$ cat config.mk
export PLATFORM = sky130hd
export DESIGN_NAME = fetch_queue
export DESIGN_NICKNAME = d
export VERILOG_FILES = /design/src/rtl/fetch_pkg.sv /design/src/rtl/fetch_fifo.sv /design/src/rtl/fetch_queue.sv
export SDC_FILE = /design/constraint.sdc
export NUM_CORES = 1
export LEC_CHECK = 0
export CAP_MARGIN = 5
export CORE_MARGIN = 5
export CORE_UTILIZATION = 45
export CTS_CLUSTER_SIZE = 10
export DETAILED_ROUTE_END_ITERATION = 10
export PLACE_DENSITY = 0.68
export SYNTH_ARGS = -nofsm -noshare
export SYNTH_HDL_FRONTEND = slang
export SYNTH_SLANG_ARGS = --single-unit
$ cat constraint.sdc
create_clock -name clk -period 4 [get_ports clk]
set_input_delay 0.8 -clock clk [delete_from_list [all_inputs] [get_ports clk]]
set_output_delay 0.8 -clock clk [all_outputs]
set_load 0.05 [all_outputs]
$ cat src/rtl/fetch_pkg.sv
`default_nettype none
// ============================================================================
// Module      : fetch_pkg
// Description : Shared constants and the queue entry type for the fetch
//               stage (fetch_queue / fetch_fifo).
// Revision    : 1.0 - initial release
// ============================================================================
package fetch_pkg;

  localparam int          INST_W           = 32;
  localparam logic [31:0] PC_STEP          = 32'd4;
  localparam logic [31:0] DEFAULT_RESET_PC = 32'h0000_0000;

  // One buffered fetch: the instruction word and the PC it was fetched from
  typedef struct packed {
    logic [INST_W-1:0] inst;
    logic [31:0]       pc;
  } fetch_entry_t;

endpackage
`default_nettype wire

$ cat src/rtl/fetch_fifo.sv
`default_nettype none
// ============================================================================
// Module      : fetch_fifo
// Description : Power-of-two circular FIFO of fetch_entry_t with push, pop
//               and a synchronous flush that has priority over both.
//               Exposes occupancy count, full and empty.
// Revision    : 1.0 - initial release
// ============================================================================
module fetch_fifo
  import fetch_pkg::*;
#(
  parameter int  DEPTH = 4,
  localparam int PTR_W = $clog2(DEPTH),
  localparam int CNT_W = $clog2(DEPTH + 1)
) (
  input  logic             clk,
  input  logic             rst_n,
  input  logic             i_push,
  input  fetch_entry_t     i_data,
  input  logic             i_pop,
  input  logic             i_flush,
  output fetch_entry_t     o_head,
  output logic [CNT_W-1:0] o_count,
  output logic             o_full,
  output logic             o_empty
);

  logic [PTR_W-1:0] r_head;
  logic [PTR_W-1:0] r_tail;
  logic [CNT_W-1:0] r_count;
  fetch_entry_t     r_mem [DEPTH];

  logic w_push;
  logic w_pop;

  // Requests are qualified here so callers cannot overflow/underflow the queue
  assign w_push = i_push && !o_full  && !i_flush;
  assign w_pop  = i_pop  && !o_empty && !i_flush;

  // Pointer and occupancy bookkeeping; pointers wrap naturally at DEPTH
  always_ff @(posedge clk or negedge rst_n) begin
    if (!rst_n) begin
      r_head  <= '0;
      r_tail  <= '0;
      r_count <= '0;
    end else if (i_flush) begin
      r_head  <= '0;
      r_tail  <= '0;
      r_count <= '0;
    end else begin
      if (w_push) r_tail <= r_tail + 1'b1;
      if (w_pop)  r_head <= r_head + 1'b1;
      if (w_push && !w_pop)      r_count <= r_count + 1'b1;
      else if (!w_push && w_pop) r_count <= r_count - 1'b1;
    end
  end

  // Entry storage; contents are meaningless while not counted, so no reset
  always_ff @(posedge clk) begin
    if (w_push) r_mem[r_tail] <= i_data;
  end

  assign o_head  = r_mem[r_head];
  assign o_count = r_count;
  assign o_full  = (r_count == CNT_W'(DEPTH));
  assign o_empty = (r_count == '0);

endmodule
`default_nettype wire

$ cat src/rtl/fetch_queue.sv
`default_nettype none
// ============================================================================
// Module      : fetch_queue
// Description : Instruction fetch stage. Owns the fetch PC, drives the
//               instruction memory address and buffers {inst, pc} pairs in
//               fetch_fifo for delivery over a valid/ready handshake.
//               Redirects flush the queue and restart fetch.
//               Optional macro FETCH_QUEUE_BYPASS_EN: zero-latency delivery
//               of the memory word while the queue is empty.
// Revision    : 1.0 - initial release
// ============================================================================
module fetch_queue
  import fetch_pkg::*;
#(
  parameter int          DEPTH    = 4,
  parameter logic [31:0] RESET_PC = DEFAULT_RESET_PC
) (
  input  logic              clk,
  input  logic              rst_n,
  output logic [31:0]       instruction_memory_a,
  input  logic [INST_W-1:0] instruction_memory_rd,
  input  logic              redirect_valid,
  input  logic [31:0]       redirect_pc,
  output logic              inst_valid,
  input  logic              inst_ready,
  output logic [INST_W-1:0] inst,
  output logic [31:0]       inst_pc
);

  localparam int CNT_W = $clog2(DEPTH + 1);

  logic [31:0]      r_fetch_pc;
  logic [31:0]      w_redirect_pc;
  fetch_entry_t     w_push_data;
  fetch_entry_t     w_head;
  logic [CNT_W-1:0] w_count;
  logic             w_full;
  logic             w_empty;
  logic             w_push;
  logic             w_pop;
  logic             w_advance;
  logic             w_bypass;

  // Redirect targets are always word-aligned
  assign w_redirect_pc = redirect_pc & ~32'h3;

  assign instruction_memory_a = r_fetch_pc;
  assign w_push_data          = '{inst: instruction_memory_rd, pc: r_fetch_pc};

`ifdef FETCH_QUEUE_BYPASS_EN
  // Empty queue: present the memory word directly; consume it if ready
  assign w_bypass   = w_empty && !redirect_valid;
  assign inst_valid = !w_empty || w_bypass;
  assign w_push     = !redirect_valid && !w_full && !(w_bypass && inst_ready);
  assign w_advance  = w_push || (w_bypass && inst_ready);
`else
  assign w_bypass   = 1'b0;
  assign inst_valid = !w_empty;
  // A pop while full does not free a slot until the next cycle
  assign w_push     = !redirect_valid && !w_full;
  assign w_advance  = w_push;
`endif

  // Pop only real queue entries; a bypassed word never enters the FIFO
  assign w_pop = inst_ready && !w_empty;

  // Output mux: queue head, else the bypassed memory word, else zero
  always_comb begin
    inst    = '0;
    inst_pc = '0;
    if (w_count != '0) begin
      inst    = w_head.inst;
      inst_pc = w_head.pc;
    end else if (w_bypass) begin
      inst    = instruction_memory_rd;
      inst_pc = r_fetch_pc;
    end
  end

  // Fetch PC: redirect wins, otherwise step past each word taken from memory
  always_ff @(posedge clk or negedge rst_n) begin
    if (!rst_n) begin
      r_fetch_pc <= RESET_PC;
    end else if (redirect_valid) begin
      r_fetch_pc <= w_redirect_pc;
    end else if (w_advance) begin
      r_fetch_pc <= r_fetch_pc + PC_STEP;
    end
  end

  fetch_fifo #(
    .DEPTH (DEPTH)
  ) u_fifo (
    .clk     (clk),
    .rst_n   (rst_n),
    .i_push  (w_push),
    .i_data  (w_push_data),
    .i_pop   (w_pop),
    .i_flush (redirect_valid),
    .o_head  (w_head),
    .o_count (w_count),
    .o_full  (w_full),
    .o_empty (w_empty)
  );

endmodule
`default_nettype wire

==> metrics.txt <==
H-tree levels=2; Starting Density=45.8%; switching part of the total=34.8%; Placed Area=13600 µm²; Worst Path Arrival=2880 ps; die area=29100 µm²; antenna violations before repair=1; clk_lat worst skew=490 ps; worst vdd rail ir drop=0.415 mV; layout cell share with drive strength beyond 1=15.7%; CTS tree=done; placeable core area=25300 µm²; Power Density=717 nW/µm²; IO Port Bufs=158; DRT Pass-1 Iters=5; CP Class=register to primary output; register area share after synthesis=72.1%; wire per inst=21.4 µm; Vias=6623; dpl hpwl=15.8 mm; Metal-1 WL=10.4 mm; reg-to-reg setup timing slack=1590 ps; vias in the first global route=7032; Initial DRC Count=475; final core occ=57.6%; Clock Sinks=285; slew margin rel.=45.2%; Clk pin slew, worst setup/hold paths=60 ps; most common cell after layout, fill and taps aside=edfxtp_1; die span in y=171 µm; Cell Int Power=6810 µW; Setup TNS=0 ps; RSZ-0062 raised after global routing=false; hold_ws=405 ps; Logic pwr share=36.1%; Flop pwr share=38.1%; most frequent cells in the layout=248 x edfxtp_1, 157 x clkdlybuf4s50_1, 64 x and2_1; worst slew pin tran=822 ps; Primary FF master, synth=edfxtp_1; Async SR Flop Fraction=13.0%; Avg Cell Area, Syn=17.8 µm²; Clock power frac=25.9%; first-pass GRT wire length=39.4 mm; FMAX=0.272 GHz; row count=58; Final Hold Vio Count=0; EDFF count, synth=248; largest net degree at the start of global routing=66; post-CTS setup buffers=0; GR Overflow Total=0; Hold Path Class=input port to async pin; CTS buffer count=34; worst flop-to-flop path startpoint=u_fifo.o_count[0]; switching pwr=3640 µW; Clock Path Buffers=3; fin. max-slew vios=0; cell area after layout=14600 µm²; Final Wtd Congestion=0.847; vias per std cell=5.67; DRT antenna net count=0; root buffer cell=clkbuf_16; top sig layer=met4; Die Width=171 µm; synthesized area=11600 µm²; LEAKAGE=0.00483 µW; routed wl met2=12.2 mm; ant diodes=0; max_cap viols=0; CP max FO=28; critical path endpoint category=primary output; register bit count reported by yosys=285; fin crit share=91.9%; critical path launch point type=register; Post-Route WL=25.0 mm; Worst Path Required=3200 ps; RR Endpoint=u_fifo.o_count[1]; path depth of the worst reg2reg path=5; Syn-to-layout area delta=25.6%; Worst Skew=9.93 ps; minimum clock period after layout=3680 ps; met3 WL=2.07 mm; Unique masters post-synth=44; final setup fails=0; GR Util All Layers=17.5%; drt drc=0; Warnings, synthesis=0; Top Ports=165; outcome=finished clean; Mapped Cells=652; # nets final=899
[worst max-delay path by stage]
stage | start | end | slack, ps | depth (start not counted)
CTS | u_fifo.o_count[0] | inst_pc[14] | 110 | 3
global route | u_fifo.r_head[0] | inst_pc[31] | 170 | 4
finish | u_fifo.r_head[0] | inst_pc[20] | 320 | 4
global placement | u_fifo.o_count[0] | inst_pc[18] | 680 | 3
floorplan | redirect_valid | u_fifo.r_mem[2][10] | 870 | 3
detailed placement | u_fifo.o_count[0] | inst_pc[14] | 630 | 3
[sequential cells by signal, indices dropped and copies added, names as in the netlist]
signal                flops
u_fifo.r_mem            248
instruction_memory_a     30
u_fifo.o_count            3
u_fifo.r_head             2
u_fifo.r_tail             2
[timing repair]
item                                    in CTS  in global routing
endpoints found under the setup margin       0                  1
resized for setup                            0                  1
hold buffers                                 0                  0
[kinds of logic after synthesis]
group | Yosys count | share of synthesized area [%]
DFF | 285 | 72.1
and+or+nand+nor | 182 | 9.13
muxes | 63 | 12.1
AOI/OAI and AO/OA | 55 | 3.03
buffers and inverters | 49 | 2.05
xor gates and xnor gates | 11 | 0.830
adders and majority gates | 6 | 0.711
other | 1 | 0.0323
[Yosys cell counts (2+ instances only)]
cell | number | area share (%)
inv_1 | 6 | 0.19
xnor2_1 | 3 | 0.23
nand4_2 | 2 | 0.22
nor2_1 | 23 | 0.74
mux4_2 | 62 | 12
buf_4 | 7 | 0.45
nand2_1 | 27 | 0.87
or3_1 | 5 | 0.27
nand3_1 | 16 | 0.69
dfrtp_1 | 37 | 8.0
and3_1 | 8 | 0.43
a21oi_1 | 3 | 0.13
buf_6 | 2 | 0.19
ha_1 | 5 | 0.54
and2_1 | 64 | 3.4
clkbuf_1 | 23 | 0.74
o211ai_1 | 3 | 0.19
xor2_1 | 8 | 0.60
buf_2 | 10 | 0.43
nand4_1 | 8 | 0.43
a31oi_1 | 17 | 0.92
o31ai_1 | 13 | 0.84
nor3b_1 | 2 | 0.13
or4_1 | 16 | 1.0
edfxtp_1 | 248 | 64
and4_1 | 2 | 0.15
o21ai_0 | 15 | 0.65
[critical path, stage by stage (launching register included)]
cell	delay, ps
dfrtp_4	620
buf_12	290
mux4_2	570
and2_1	200
clkdlybuf4s50_1	700
[stage by stage]
stage / cells / power [µW] / setup WS, ps
finish: 1169 / 10500 / 325
global route: 1169 / 10900 / 170
CTS: 1169 / 10600 / 105
detailed placement: 1119 / 7870 / 630
global placement: 1119 / 7790 / 685
floorplan: 655 / 6550 / 869
[final cells by class]
class / instances / area, µm²
fill: 1922 / 10700
sequential: 285 / 8380
multi-input combinational: 321 / 3040
timing repair buffer: 176 / 1750
clock buffer: 49 / 971
tap: 330 / 413
inverter: 7 / 26.3
clock inverter: 1 / 3.75
[power groups by stage]
stage | Combinational, µW | Sequential [µW] | Clock [µW]
floorplan | 2490 | 4050 | 0
global placement | 3790 | 4000 | 0
detailed placement | 3830 | 4040 | 0
CTS | 3840 | 3980 | 2770
global route | 3990 | 4030 | 2920
finish | 3770 | 3980 | 2700
[per-layer routing]
layer  vias up  track usage [%]
met5         -                0
met4         0             4.34
met3        39             4.32
met2       283             28.6
met1      3379             23.9
li1       2922                -
Note: power is estimated with default switching activity, not from simulation.
